--- config.mk ---
export PLATFORM = sky130hd
export DESIGN_NAME = load_store_unit
export DESIGN_NICKNAME = d
export VERILOG_FILES = /design/src/rtl/load_store_unit.sv
export SDC_FILE = /design/constraint.sdc
export NUM_CORES = 1
export LEC_CHECK = 0
export CORE_MARGIN = 2
export CORE_UTILIZATION = 44
export DETAILED_ROUTE_END_ITERATION = 10
export PLACE_DENSITY = 0.84
export SLEW_MARGIN = 10
export SYNTH_ARGS = -nofsm -noshare
export SYNTH_HDL_FRONTEND = slang
export SYNTH_SLANG_ARGS = --single-unit
--- constraint.sdc ---
create_clock -name clk -period 2.3 [get_ports clk]
set_input_delay 0.46 -clock clk [delete_from_list [all_inputs] [get_ports clk]]
set_output_delay 0.46 -clock clk [all_outputs]
set_load 0.02 [all_outputs]
--- src/rtl/load_store_unit.sv ---
// Load/store unit: accepts one load or store at a time, runs a valid/ready bus
// transfer with lane steering, and returns extended load data or an error.

package Types_pkg;
  typedef logic [31:0] word_t;
  typedef logic [3:0]  wstrobe_t;
  typedef logic [7:0]  byte_t;
endpackage

module load_store_unit
  import Types_pkg::*;
#(
  parameter int BUS_TIMEOUT = 255
) (
  input  logic       clk,
  input  logic       reset_n,
  input  logic       req_valid,
  output logic       req_ready,
  input  logic       req_write,
  input  logic [1:0] req_size,
  input  logic       req_unsigned,
  input  word_t      req_address,
  input  word_t      req_wdata,
  output logic       rsp_valid,
  output word_t      rsp_rdata,
  output logic       rsp_error,
  output logic       bus_valid,
  input  logic       bus_ready,
  output word_t      bus_address,
  output wstrobe_t   bus_wstrobe,
  output word_t      bus_wdata,
  input  word_t      bus_rdata
);

  localparam int CNT_W = (BUS_TIMEOUT < 2) ? 1 : $clog2(BUS_TIMEOUT);
  localparam bit TIMEOUT_EN = (BUS_TIMEOUT != 32'sd0);

  typedef enum logic [1:0] {
    IDLE = 2'd0,
    BUS  = 2'd1,
    RESP = 2'd2
  } state_t;

  state_t           state_q, state_d;
  logic             write_q, write_d;
  logic [1:0]       size_q, size_d;
  logic             unsigned_q, unsigned_d;
  logic [1:0]       lane_q, lane_d;
  logic [CNT_W-1:0] cnt_q, cnt_d;
  logic             rsp_valid_q, rsp_valid_d;
  logic             rsp_error_q, rsp_error_d;
  word_t            rsp_rdata_q, rsp_rdata_d;
  logic             bus_valid_q, bus_valid_d;
  word_t            bus_address_q, bus_address_d;
  wstrobe_t         bus_wstrobe_q, bus_wstrobe_d;
  word_t            bus_wdata_q, bus_wdata_d;

  function automatic logic is_illegal(input logic [1:0] size, input logic [1:0] a);
    logic bad;
    case (size)
      2'd0:    bad = 1'b0;
      2'd1:    bad = a[0];
      2'd2:    bad = (a != 2'd0);
      default: bad = 1'b1;
    endcase
    return bad;
  endfunction

  function automatic wstrobe_t strobe_for(input logic [1:0] size, input logic [1:0] a);
    wstrobe_t s;
    case (size)
      2'd0:    s = 4'b0001 << a;
      2'd1:    s = 4'b0011 << a;
      2'd2:    s = 4'b1111;
      default: s = 4'b0000;
    endcase
    return s;
  endfunction

  function automatic word_t wdata_for(input logic [1:0] size, input word_t wdata);
    word_t w;
    case (size)
      2'd0:    w = {4{wdata[7:0]}};
      2'd1:    w = {2{wdata[15:0]}};
      default: w = wdata;
    endcase
    return w;
  endfunction

  // Shift the addressed lane down, then sign- or zero-extend by access size.
  function automatic word_t extract_load(input word_t rdata, input logic [1:0] size,
                                         input logic [1:0] lane, input logic uns);
    word_t shifted;
    byte_t b;
    word_t r;
    shifted = rdata >> {lane, 3'b000};
    b       = shifted[7:0];
    case (size)
      2'd0:    r = uns ? {24'h000000, b} : {{24{b[7]}}, b};
      2'd1:    r = uns ? {16'h0000, shifted[15:0]} : {{16{shifted[15]}}, shifted[15:0]};
      default: r = rdata;
    endcase
    return r;
  endfunction

  // Next-state and next-output computation for the request/bus/response sequence.
  always_comb begin
    state_d       = state_q;
    write_d       = write_q;
    size_d        = size_q;
    unsigned_d    = unsigned_q;
    lane_d        = lane_q;
    cnt_d         = cnt_q;
    rsp_valid_d   = 1'b0;
    rsp_error_d   = 1'b0;
    rsp_rdata_d   = rsp_rdata_q;
    bus_valid_d   = bus_valid_q;
    bus_address_d = bus_address_q;
    bus_wstrobe_d = bus_wstrobe_q;
    bus_wdata_d   = bus_wdata_q;
    case (state_q)
      IDLE: begin
        if (req_valid) begin
          write_d    = req_write;
          size_d     = req_size;
          unsigned_d = req_unsigned;
          lane_d     = req_address[1:0];
          if (is_illegal(req_size, req_address[1:0])) begin
            state_d     = RESP;
            rsp_valid_d = 1'b1;
            rsp_error_d = 1'b1;
            rsp_rdata_d = 32'h0000_0000;
          end else begin
            state_d       = BUS;
            cnt_d         = '0;
            bus_valid_d   = 1'b1;
            bus_address_d = {req_address[31:2], 2'b00};
            bus_wstrobe_d = req_write ? strobe_for(req_size, req_address[1:0]) : 4'b0000;
            bus_wdata_d   = req_write ? wdata_for(req_size, req_wdata) : 32'h0000_0000;
          end
        end else begin
          state_d = IDLE;
        end
      end
      BUS: begin
        if (bus_ready) begin
          state_d     = RESP;
          bus_valid_d = 1'b0;
          rsp_valid_d = 1'b1;
          rsp_rdata_d = write_q ? 32'h0000_0000
                                : extract_load(bus_rdata, size_q, lane_q, unsigned_q);
        end else if (TIMEOUT_EN && (cnt_q == CNT_W'(BUS_TIMEOUT - 1))) begin
          // Final allowed cycle passed without a handshake: give up on the bus.
          state_d     = RESP;
          bus_valid_d = 1'b0;
          rsp_valid_d = 1'b1;
          rsp_error_d = 1'b1;
          rsp_rdata_d = 32'h0000_0000;
        end else begin
          cnt_d = cnt_q + CNT_W'(1);
        end
      end
      RESP: begin
        state_d = IDLE;
      end
      default: begin
        state_d     = IDLE;
        bus_valid_d = 1'b0;
      end
    endcase
  end

  // State and registered outputs with synchronous active-low reset.
  always_ff @(posedge clk) begin
    if (!reset_n) begin
      state_q       <= IDLE;
      write_q       <= 1'b0;
      size_q        <= 2'd0;
      unsigned_q    <= 1'b0;
      lane_q        <= 2'd0;
      cnt_q         <= '0;
      rsp_valid_q   <= 1'b0;
      rsp_error_q   <= 1'b0;
      rsp_rdata_q   <= 32'h0000_0000;
      bus_valid_q   <= 1'b0;
      bus_address_q <= 32'h0000_0000;
      bus_wstrobe_q <= 4'b0000;
      bus_wdata_q   <= 32'h0000_0000;
    end else begin
      state_q       <= state_d;
      write_q       <= write_d;
      size_q        <= size_d;
      unsigned_q    <= unsigned_d;
      lane_q        <= lane_d;
      cnt_q         <= cnt_d;
      rsp_valid_q   <= rsp_valid_d;
      rsp_error_q   <= rsp_error_d;
      rsp_rdata_q   <= rsp_rdata_d;
      bus_valid_q   <= bus_valid_d;
      bus_address_q <= bus_address_d;
      bus_wstrobe_q <= bus_wstrobe_d;
      bus_wdata_q   <= bus_wdata_d;
    end
  end

  assign req_ready   = reset_n & (state_q == IDLE);
  assign rsp_valid   = rsp_valid_q;
  assign rsp_error   = rsp_error_q;
  assign rsp_rdata   = rsp_rdata_q;
  assign bus_valid   = bus_valid_q;
  assign bus_address = bus_address_q;
  assign bus_wstrobe = bus_wstrobe_q;
  assign bus_wdata   = bus_wdata_q;

endmodule

* Word-level counts from Yosys, hierarchy flattened *
Index checks and enable logic that the tools add are counted.

word-level totals
  register bits = 117
  input port bits = 104
  output and inout bits = 104
  logic and storage cells = 80

cells by class
  add/subtract/negate cells = 1
  equal/unequal tests = 12
  shifts and indexed selects = 3
  muxes and demuxes = 38
  bitwise logic cells = 3
  reductions and logical operators = 10

operators by type and width
  kind                                                                    number
  32-bit 2-to-1 mux                                                       8
  32-bit one-hot mux with 2 select lines                                  3
  8-bit 2-to-1 mux                                                        4
  32-bit by 5-bit >> shifter with 16-bit output                           1
  8-bit one-hot mux with 2 select lines                                   1
  4-bit one-hot mux with 3 select lines                                   1
  1-bit 2-to-1 mux                                                        11
  2-bit inequality test (second input constant)                           5
  8-bit by 1-bit adder with 8-bit output (second input constant)          1
  8-bit equality test (second input constant)                             1
  2-bit 2-to-1 mux                                                        4
  4-bit AND reduction                                                     2
  2-bit by 1-bit equality test with 1-bit output (second input constant)  3
  2-bit zero test                                                         3
  1-bit one-hot mux with 3 select lines                                   2
  5-bit AND reduction                                                     1
  2-bit equality test (second input constant)                             2
  4-bit 2-to-1 mux                                                        1
  1-bit one-hot mux with 2 select lines                                   2
  2-bit one-hot mux with 2 select lines                                   1
  2-bit nonzero test                                                      2
  1-bit by 2-bit << shifter with 4-bit output (first input constant)      1
  2-bit by 2-bit << shifter with 4-bit output (first input constant)      1
  3-bit inequality test (second input constant)                           1
  4 further kinds                                                         5

* Logic depth before layout (Yosys ltp) *
Gate-level depths: netlist of run 1.

  word-level depth = 7
  gate-level depth with buffers = 8
  gate-level depth less buffers = 6

* Least setup slack after synthesis of run 1 *
Ideal clock, no wire load.

  path type = input port to flip-flop
  start = in req_size[0]
  end = reg rsp_rdata_q[24], in the netlist rsp_rdata[24]
  library setup time = 0.122 ns
  arrival = 1.784 ns
  data required time = 2.178 ns
  setup slack = 0.394 ns
  cell stages on the path = 6
  path buffers = 2
  cells stage by stage = buf_2 nor3_1 o31a_1 o31a_1 buf_2 a221o_1

on the way
  word-level cells in the longest chain between the ends = 6
  elaborated cells between the ends (all ways) = 8
  classes of those cells = eq/ne (3); mux (3); reduce/logical (2)

RTL lines
  what                                               line  RTL
  start, declared                                    20    input logic [1:0] req_size,
  2-bit equality test, or another cell as far along  60    case (size)
  1-bit one-hot mux with 3 select lines *            60
  1-bit 2-to-1 mux *                                 123   if (req_valid) begin
  1-bit 2-to-1 mux *                                 121   case (state_q)
  2-bit inequality test (no source line) *           n/a
  4-bit AND reduction (no source line) *             n/a
  end signal, assigned                               198   rsp_rdata_q <= rsp_rdata_d;
  end, declared                                      52    word_t rsp_rdata_q, rsp_rdata_d;

Every way passes the cells marked *; elsewhere a longest branch is shown, timed or not. The select of a mux whose other input is x is not followed.
A chain may end at the register's enable or synchronous reset.

* Worst setup path after layout of run 1 *
  start = reg lane_q[1]
  end = reg rsp_rdata_q[26], in the netlist rsp_rdata[26]

on the way
  word-level cells in the longest chain between the ends = 6
  elaborated cells between the ends (all ways) = 7
  classes of those cells = shift (1); mux (6)

RTL lines
  what                                             line     RTL
  start, declared                                  48       logic [1:0] lane_q, lane_d;
  start signal, assigned                           194      lane_q <= lane_d;
  32-bit by 5-bit >> shifter with 16-bit output *  96       shifted = rdata >> {lane, 3'b000};
  32-bit 2-to-1 mux, on equally long branches      100, 99
  32-bit one-hot mux with 2 select lines *         98       case (size)
  32-bit 2-to-1 mux *                              150      rsp_rdata_d = write_q ? 32'h0000_0000
  32-bit 2-to-1 mux *                              146      if (bus_ready) begin
  32-bit one-hot mux with 2 select lines *         121

Every way passes the cells marked *; elsewhere a longest branch is shown, timed or not.

==> run metrics, run 1 <==
status finished, final reports clean; Die Height 115 um; library cells used by synthesis 54; slew at the pin closest to its max-slew limit 0.646 ns; Mean Syn Cell Area 8.83 sq um; chip width 115 um; clock sink count 117; wire per inst 18.1 um; Tcrit/Tclk final 0.905; CP Cell Sequence nor2b_1, a221o_1, and4b_1, a221o_1; number of flops mapped to enable cells by yosys 0; ranking of synthesized cells by area dfxtp_1, nand2_1, a21boi_0; area grow syn2layout 53.4%; die footprint 13200 sq um; Starting Density 0.449; filler cell count 906; PortBufs 205; ratio of cells with drive above 1 in the final layout 0.101; pwr dens 689 nW/um^2; CP dominant cell by count a221o_1; design area 8270 sq um; Register Area 2340 sq um; CP max-delay cell nor2b_1; GR Overflow Total 0; fraction of registers with async set/reset 0; final setup violation count 0; Leakage Power 2.98 nW; RePlAce Congestion 0.933; RSZ-0062 raised after global routing no; Worst Hold Class input pin to flip-flop; H-tree levels 4; Yosys warning total 0; Root Buffer clkbuf_16; Post-CTS Hold Fix Bufs 0; Final ANT Viol Nets 0; worst endpoint data arrival time 2.43 ns; CTS tree built; DRC viols 0; post-layout minimum cycle time 2.08 ns; Util after Layout 0.689; Worst Path Max Fanout 16; DP Cell Count 944; clk_lat worst skew 0.41 ns; CP max stage delay 0.53 ns; pin count of the biggest net entering global routing 78; worst vdd ir 0.508 mV; Startpoint Class flip-flop; Final TNS setup 0 ns; MaxCap Viol Count 0; vias per cell 5.65; Mapped Area 5400 sq um; Final HPWL DP 12.6 mm; I/O pin cnt 208; clock slew at reported path FFs 0.05 ns; Setup Fix Bufs, Post-CTS 0; largest area contributor in the netlist dfxtp_1; Mapped Cells 611; final worst setup slack 0.219 ns; max_slew headroom 0.569; initial antenna violation count 0; Seq/Total Area, Yosys 0.434; DP Area 7680 sq um; dominant synthesized flop cell dfxtp_1; CP endpoint kind flip-flop; multi-input logic area 2780 sq um; DRT Wirelength 17.6 mm; synthesized flop and latch total 117; Rows 40; most numerous cell in the Yosys netlist dfxtp_1; Clock Skews 0.00576 ns; achievable clock frequency 0.480 GHz; vias in the first global route 5604; diode count 0; Synth top cells by count dfxtp_1, nand2_1, a21boi_0, nand3_1, clkbuf_1; vias post-DR 5515; Global Route Usage Sum 0.268; nets 922; CP required 2.65 ns; Setup CP Type flip-flop to flip-flop; Pwr Total 5.70 mW; Post-Place Worst Slack -0.0831 ns; Max clock buf depth 2; Post-CTS Resized 0; Post-Layout Cell Count 976; detailed router's first-iteration violation count 323; CTS Buf Count 17; drt pass-1 iters 5; share of the synthesized area in the top cell type 0.434; fin. max-slew vios 0; hold_ws 0.419 ns; final hold violations 0; first-pass GRT wire length 27.5 mm; Core Area 12000 sq um
-- cell usage in the layout (no fill, tap or decap), drive strengths merged, types with 4 or more instances in the layout --
cell             n
a221o           17
nand2          114
o211ai           9
mux2i           28
a221oi           5
and2             5
nand2b           7
clkinv           5
nor3             5
o21ai           17
mux2            17
o31ai            4
dfxtp          117
buf             30
inv             18
nand3           34
o22ai            5
nor3b            6
nor2b            9
o2111ai          5
a22o             5
a21boi          67
clkbuf          23
a21oi           11
clkdlybuf4s50  203
nor2            21
-- path summary, 6_finish.rpt --
check | start | end | slack [ns] | cells after the start
setup / recovery | lane_q[1] | rsp_rdata[26] | 0.22 | 4
hold / removal | reset_n | state_q[1] | 0.42 | 3
hold reg to reg | bus_address[14] | bus_address[14] | 0.45 | 2
setup reg to reg | lane_q[1] | rsp_rdata[26] | 0.22 | 4
-- power breakdown --
group	switching (mW)	leakage [nW]	internal, mW
Clock	0.928	0.289	1.70
Combinational	0.447	1.75	0.466
Sequential	0.0563	0.949	2.11
-- worst max-delay path: cells and delay by family, from the launching register on --
family,cells,cell delay [ns]
AOI/OAI and AO/OA,2,0.50
DFF,1,0.46
and+or+nand+nor,2,1.06
-- state kept, by name (all words and copies together) (netlist names), 2 cells and up --
register	count
bus_address	30
bus_wdata	32
bus_wstrobe	4
cnt_q	8
lane_q	2
rsp_rdata	32
size_q	2
state_q	2
-- cells by family (layout without fill, tap and decap cells) --
group | Yosys count | after routing | share of synthesized area
AOI/OAI and AO/OA | 159 | 159 | 0.222
xor gates and xnor gates | 4 | 4 | 0.00649
adders and majority gates | 2 | 2 | 0.00464
buffers and inverters | 67 | 284 | 0.0554
DFF | 117 | 117 | 0.434
muxes | 46 | 46 | 0.0923
other | 1 | 2 | 0.000695
and+or+nand+nor | 215 | 215 | 0.184
-- final cells by class --
cell class	count	area share
multi-input combinational	428	0.335
sequential	117	0.283
timing repair buffer	234	0.280
clock buffer	23	0.0590
tap	147	0.0222
clock inverter	9	0.0121
inverter	18	0.00817
-- routing by layer --
| metal | share of wire | wire [um] | global-route usage | up-vias |
|---|---|---|---|---|
| met3 | 0.099 | 1750 | 0.0965 | 51 |
| li1 | - | - | - | 2575 |
| met5 | 0 | 0 | 0 | - |
| met1 | 0.39 | 6820 | 0.292 | 2602 |
| met2 | 0.47 | 8340 | 0.453 | 287 |
| met4 | 0.041 | 724 | 0.154 | 0 |
Note: power is estimated with default switching activity, not from simulation.
==> inputs of run 2 (changes only) <==
--- a/config.mk
+++ b/config.mk
@@ -5,10 +5,11 @@
 export SDC_FILE = /design/constraint.sdc
 export NUM_CORES = 1
 export LEC_CHECK = 0
+export ABC_CLOCK_PERIOD_IN_PS = 1800
 export CORE_MARGIN = 2
-export CORE_UTILIZATION = 44
+export CORE_UTILIZATION = 40
 export DETAILED_ROUTE_END_ITERATION = 10
-export PLACE_DENSITY = 0.84
+export PLACE_DENSITY = 0.81
 export SLEW_MARGIN = 10
 export SYNTH_ARGS = -nofsm -noshare
 export SYNTH_HDL_FRONTEND = slang
==> constraint.sdc (replaced) <==
create_clock -name clk -period 1.8 [get_ports clk]
set_input_delay 0.36 -clock clk [delete_from_list [all_inputs] [get_ports clk]]
set_output_delay 0.36 -clock clk [all_outputs]
set_load 0.02 [all_outputs]
==> run 2 against run 1 <==
Against the previous run:
- clock power rose by 35%
- largest power group unchanged
- critical path depth rose by 2
- clock-buffer cell count fell by 2
- critical path type is now input pin to flip-flop
- non-clock buffer count rose by 25
- highest routed layer unchanged
==> run metrics, run 2 (synthesis gave the netlist of run 1 again) <==
status finished, final reports clean; slew at the pin closest to its max-slew limit 0.722 ns; MaxCap Viol Count 0; Final ANT Viol Nets 0; most frequent cells in the layout clkdlybuf4s50_1, dfxtp_1, nand2_1, buf_4, a21boi_0; DP Area 7960 sq um; Core Area 13200 sq um; area grow syn2layout 59.6%; logic gate share of total power 0.162; nets 947; Internal 5.70 mW; Util after Layout 0.653; PortBufs 205; final worst setup slack 0.0182 ns; Tcrit/Tclk final 0.990; Post-CTS Hold Fix Bufs 0; H-tree levels 4; filler cell count 1064; sw frac 0.243; CP bufs+invs 2; chip width 120 um; I/O pin cnt 208; final hold violations 0; Global Route Usage Sum 0.237; hold_ws 0.385 ns; Clock Skews 0.00620 ns; GR Overflow Total 0; DRC viols 0; ratio of cells with drive above 1 in the final layout 0.137; initial antenna violation count 0; diode count 0; Leakage Power 3.25 nW; first-pass GRT wire length 26.9 mm; worst vdd ir 0.579 mV; DP Cell Count 998; Final HPWL DP 12.5 mm; wire per inst 16.8 um; clock sink count 117; CP max stage delay 0.55 ns; vias post-DR 5401; RePlAce Congestion 0.958; pin count of the biggest net entering global routing 62; CTS Buf Count 17; Worst Path Max Fanout 22; post-layout minimum cycle time 1.78 ns; CP required 2.09 ns; DRT Wirelength 17.3 mm; Starting Density 0.409; Max clock buf depth 2; max_slew headroom 0.517; fin. max-slew vios 0; P_sw 1.83 mW; CP dominant cell by count o31a_1; CP endpoint kind flip-flop; clk_lat worst skew 0.41 ns; pwr dens 874 nW/um^2; Setup CP Type input pin to flip-flop; achievable clock frequency 0.561 GHz; worst endpoint data arrival time 2.07 ns; CP Cell Sequence clkdlybuf4s50_1, a21oi_2, o31a_1, o31a_1, buf_12, a221o_1; Post-Place Worst Slack -0.443 ns; final setup violation count 0; design area 8610 sq um; most common cell after layout, fill and taps aside clkdlybuf4s50_1; die footprint 14400 sq um; Root Buffer clkbuf_16; CTS tree built; drt pass-1 iters 4; clock share of power 0.472; clock slew at reported path FFs 0.05 ns; Post-Layout Cell Count 1029; crit-path leading delay family compound AO/OA/AOI/OAI gates; detailed router's first-iteration violation count 376; vias per cell 5.25; Startpoint Class input pin; Die Height 120 um; Worst Hold Class input pin to flip-flop; Reg power frac 0.366; vias in the first global route 5222; Rows 42; CP max-delay cell clkdlybuf4s50_1
-- run 2: cell count changes in the layout (fill, tap and decap cells not counted), moves of 4 or more --
cell             change
buf_4               +21
dlymetal6s2s_1       +7
buf_12               +4
clkdlybuf4s50_1      -8
-- run 2: final timing paths --
check | startpoint | endpoint | slack (ns) | cells past startpoint
max | req_size[1] | rsp_rdata[24] | 0.02 | 6
min reg2reg | bus_address[9] | bus_address[9] | 0.45 | 2
min | reset_n | state_q[1] | 0.38 | 4
max reg2reg | cnt_q[5] | rsp_rdata[24] | 0.05 | 5
-- run 2: power groups by stage --
stage | Combinational (mW) | Clock [mW] | Sequential (mW)
after floorplan | 0.467 | 0 | 2.89
after global placement | 1.20 | 0 | 2.80
after detailed placement | 1.21 | 0 | 2.81
after CTS | 1.22 | 3.60 | 2.75
after global routing | 1.31 | 3.71 | 2.76
final | 1.22 | 3.55 | 2.75
-- run 2: layer usage --
| metal | vias up | share of wire | track usage |
|---|---|---|---|
| li1 | 2623 | - | - |
| met1 | 2533 | 0.42 | 0.288 |
| met2 | 222 | 0.47 | 0.384 |
| met3 | 23 | 0.091 | 0.0827 |
| met4 | 0 | 0.020 | 0.0971 |
| met5 | - | 0 | 0 |
-- run 2: tightest hold or removal path: cells and delay by family --
kind	cells	cell delay [ns]
simple gates	2	0.13
buf+inv	2	0.25
-- run 2: what timing repair did --
item                       4_1_cts  5_1_grt
setup endpoints to repair       18       31
gates resized for setup          4       14
buffers inserted                 0        0
-- run 2: through the flow --
stage / TNS (ns) / total power, mW
detailed placement: -34.34 / 4.02
floorplan: -0.263 / 3.36
global route: -0.140 / 7.78
CTS: 0 / 7.57
finish: 0 / 7.52
global placement: -28.81 / 4.00
-- run 2: layout make-up --
class                   count  area, sq um  share of cell area
clock buffers              21          460              0.0535
clock inverters            10          154              0.0179
inverters                  18         67.6             0.00784
multi-input cells         428         2800               0.325
flip-flops and latches    117         2340               0.272
well taps                 176          220              0.0256
repair buffers            259         2570               0.298
==> inputs of run 3 (changes only) <==
--- a/config.mk
+++ b/config.mk
@@ -9,6 +9,7 @@
 export CORE_MARGIN = 2
 export CORE_UTILIZATION = 40
 export DETAILED_ROUTE_END_ITERATION = 10
+export MAX_ROUTING_LAYER = met4
 export PLACE_DENSITY = 0.81
 export SLEW_MARGIN = 10
 export SYNTH_ARGS = -nofsm -noshare
==> run 3 against run 2 <==
Against the previous run:
- sequential power hardly changed
- global-route usage is 0.57 points higher
- total power is 0.59% higher
- sequential share of layout area hardly changed
- clock power is 2% higher
- hold slack worse by 0.020 ns
- fmax is 1.6% higher
- worst setup slack better by 0.028 ns
- non-clock buffer count is 1 lower
- first-iteration DRC count is 42% higher
- final cell count hardly changed
- largest cell class unchanged
==> run metrics, run 3 (synthesis gave the netlist of run 1 again) <==
status finished, final reports clean; achievable clock frequency 0.570 GHz; RSZ-0062 raised after global routing no; worst vdd ir 0.727 mV; Critical R2R Launch cnt_q[5]; vias post-DR 5407; Starting Density 0.409; clock sink count 117; vias per cell 5.26; CP required 2.08 ns; Reg-to-Reg End rsp_rdata[28]; pwr dens 878 nW/um^2; DP Cell Count 997; Root Buffer clkbuf_16; Max clock buf depth 2; Clock Skews 0.0108 ns; most frequent cells in the layout clkdlybuf4s50_1, dfxtp_1, nand2_1, buf_4, a21boi_0; die footprint 14400 sq um; Post-Layout Cell Count 1028; final setup violation count 0; RePlAce Congestion 0.967; nets 946; detailed router's first-iteration violation count 533; Util after Layout 0.654; Worst Hold Class input pin to flip-flop; reg2reg setup slack 0.07 ns; drt pass-1 iters 5; final hold violations 0; most common cell after layout, fill and taps aside clkdlybuf4s50_1; H-tree levels 4; Core Area 13200 sq um; CTS Buf Count 17; Final HPWL DP 12.2 mm; Final TNS setup 0 ns; chip width 120 um; Rows 42; MaxCap Viol Count 0; I/O pin cnt 208; Leakage Power 3.33 nW; CP startpoint req_valid; area grow syn2layout 59.8%; Setup CP Type input pin to flip-flop; PortBufs 205; Worst Path Max Fanout 22; CTS tree built; clk_lat worst skew 0.41 ns; Final ANT Viol Nets 0; GR Overflow Total 0; ratio of cells with drive above 1 in the final layout 0.136; CP endpoint kind flip-flop; Startpoint Class input pin; clock slew at reported path FFs 0.05 ns; Tcrit/Tclk final 0.974; Die Height 120 um; worst r2r path cells 5; worst endpoint data arrival time 2.04 ns; DRT Wirelength 16.9 mm; pin count of the biggest net entering global routing 53; wire per inst 16.4 um; fin. max-slew vios 0; initial antenna violation count 0; Worst Setup EP rsp_rdata[28]; Post-CTS Hold Fix Bufs 0; first-pass GRT wire length 26.5 mm; DRC viols 0; diode count 0; Global Route Usage Sum 0.243; post-layout minimum cycle time 1.75 ns; vias in the first global route 5084
==> run 3: metrics by stage <==
stage	hold slack (ns)	setup slack, ns	area [sq um]	power (mW)
5_1_grt	0.350	0.00186	8620	7.87
6_report	0.365	0.0464	8620	7.57
3_3_place_gp	0.440	-0.386	7940	4.00
2_1_floorplan	0.461	-0.0263	5410	3.36
3_5_place_dp	0.445	-0.429	7940	4.01
4_1_cts	0.336	0.00562	8580	7.64
==> run 3: area by class of cell <==
| type | count | area (sq um) |
|---|---|---|
| Tap cell | 176 | 220 |
| Timing Repair Buffer | 258 | 2550 |
| Sequential cell | 117 | 2340 |
| Multi-Input combinational cell | 428 | 2800 |
| Clock inverter | 8 | 146 |
| Clock buffer | 23 | 488 |
| Inverter | 18 | 67.6 |
| Fill cell | 1086 | 4570 |
==> run 3: what timing repair did <==
action                     CTS  global route
buffers inserted             0             0
cloned                       0             0
gates resized for setup      6            18
setup endpoints to repair   20            36
pin swaps                    0             1
==> run 3: critical path, stage by stage <==
cell and delay [ns]:
clkdlybuf4s50_1 0.47, inv_1 0.05, o31a_1 0.31, o31a_1 0.32
buf_12 0.17, a221o_1 0.35
==> run 3: worst min-delay path by stage <==
stage,from,endpoint,cells past startpoint
floorplan,cnt_q[5],cnt_q[5],2
global placement,bus_address[10],bus_address[10],2
detailed placement,bus_address[30],bus_address[30],2
CTS,reset_n,state_q[1],4
global route,reset_n,state_q[1],4
finish,reset_n,state_q[1],4
==> run 3: metal layers <==
metal	global-route usage	up-vias	part of all wire
met5	-	-	0
met4	0.0978	0	0.022
met3	0.100	31	0.092
met2	0.368	223	0.47
met1	0.287	2524	0.42
li1	-	2629	-
==> run 3: power by group <==
group / switching, mW / leakage [nW] / total, mW / internal [mW]
clock network: 1.15 / 0.309 / 3.61 / 2.45
registers: 0.0612 / 0.950 / 2.75 / 2.69
logic: 0.577 / 2.07 / 1.21 / 0.632
total: 1.79 / 3.33 / 7.57 / 5.78
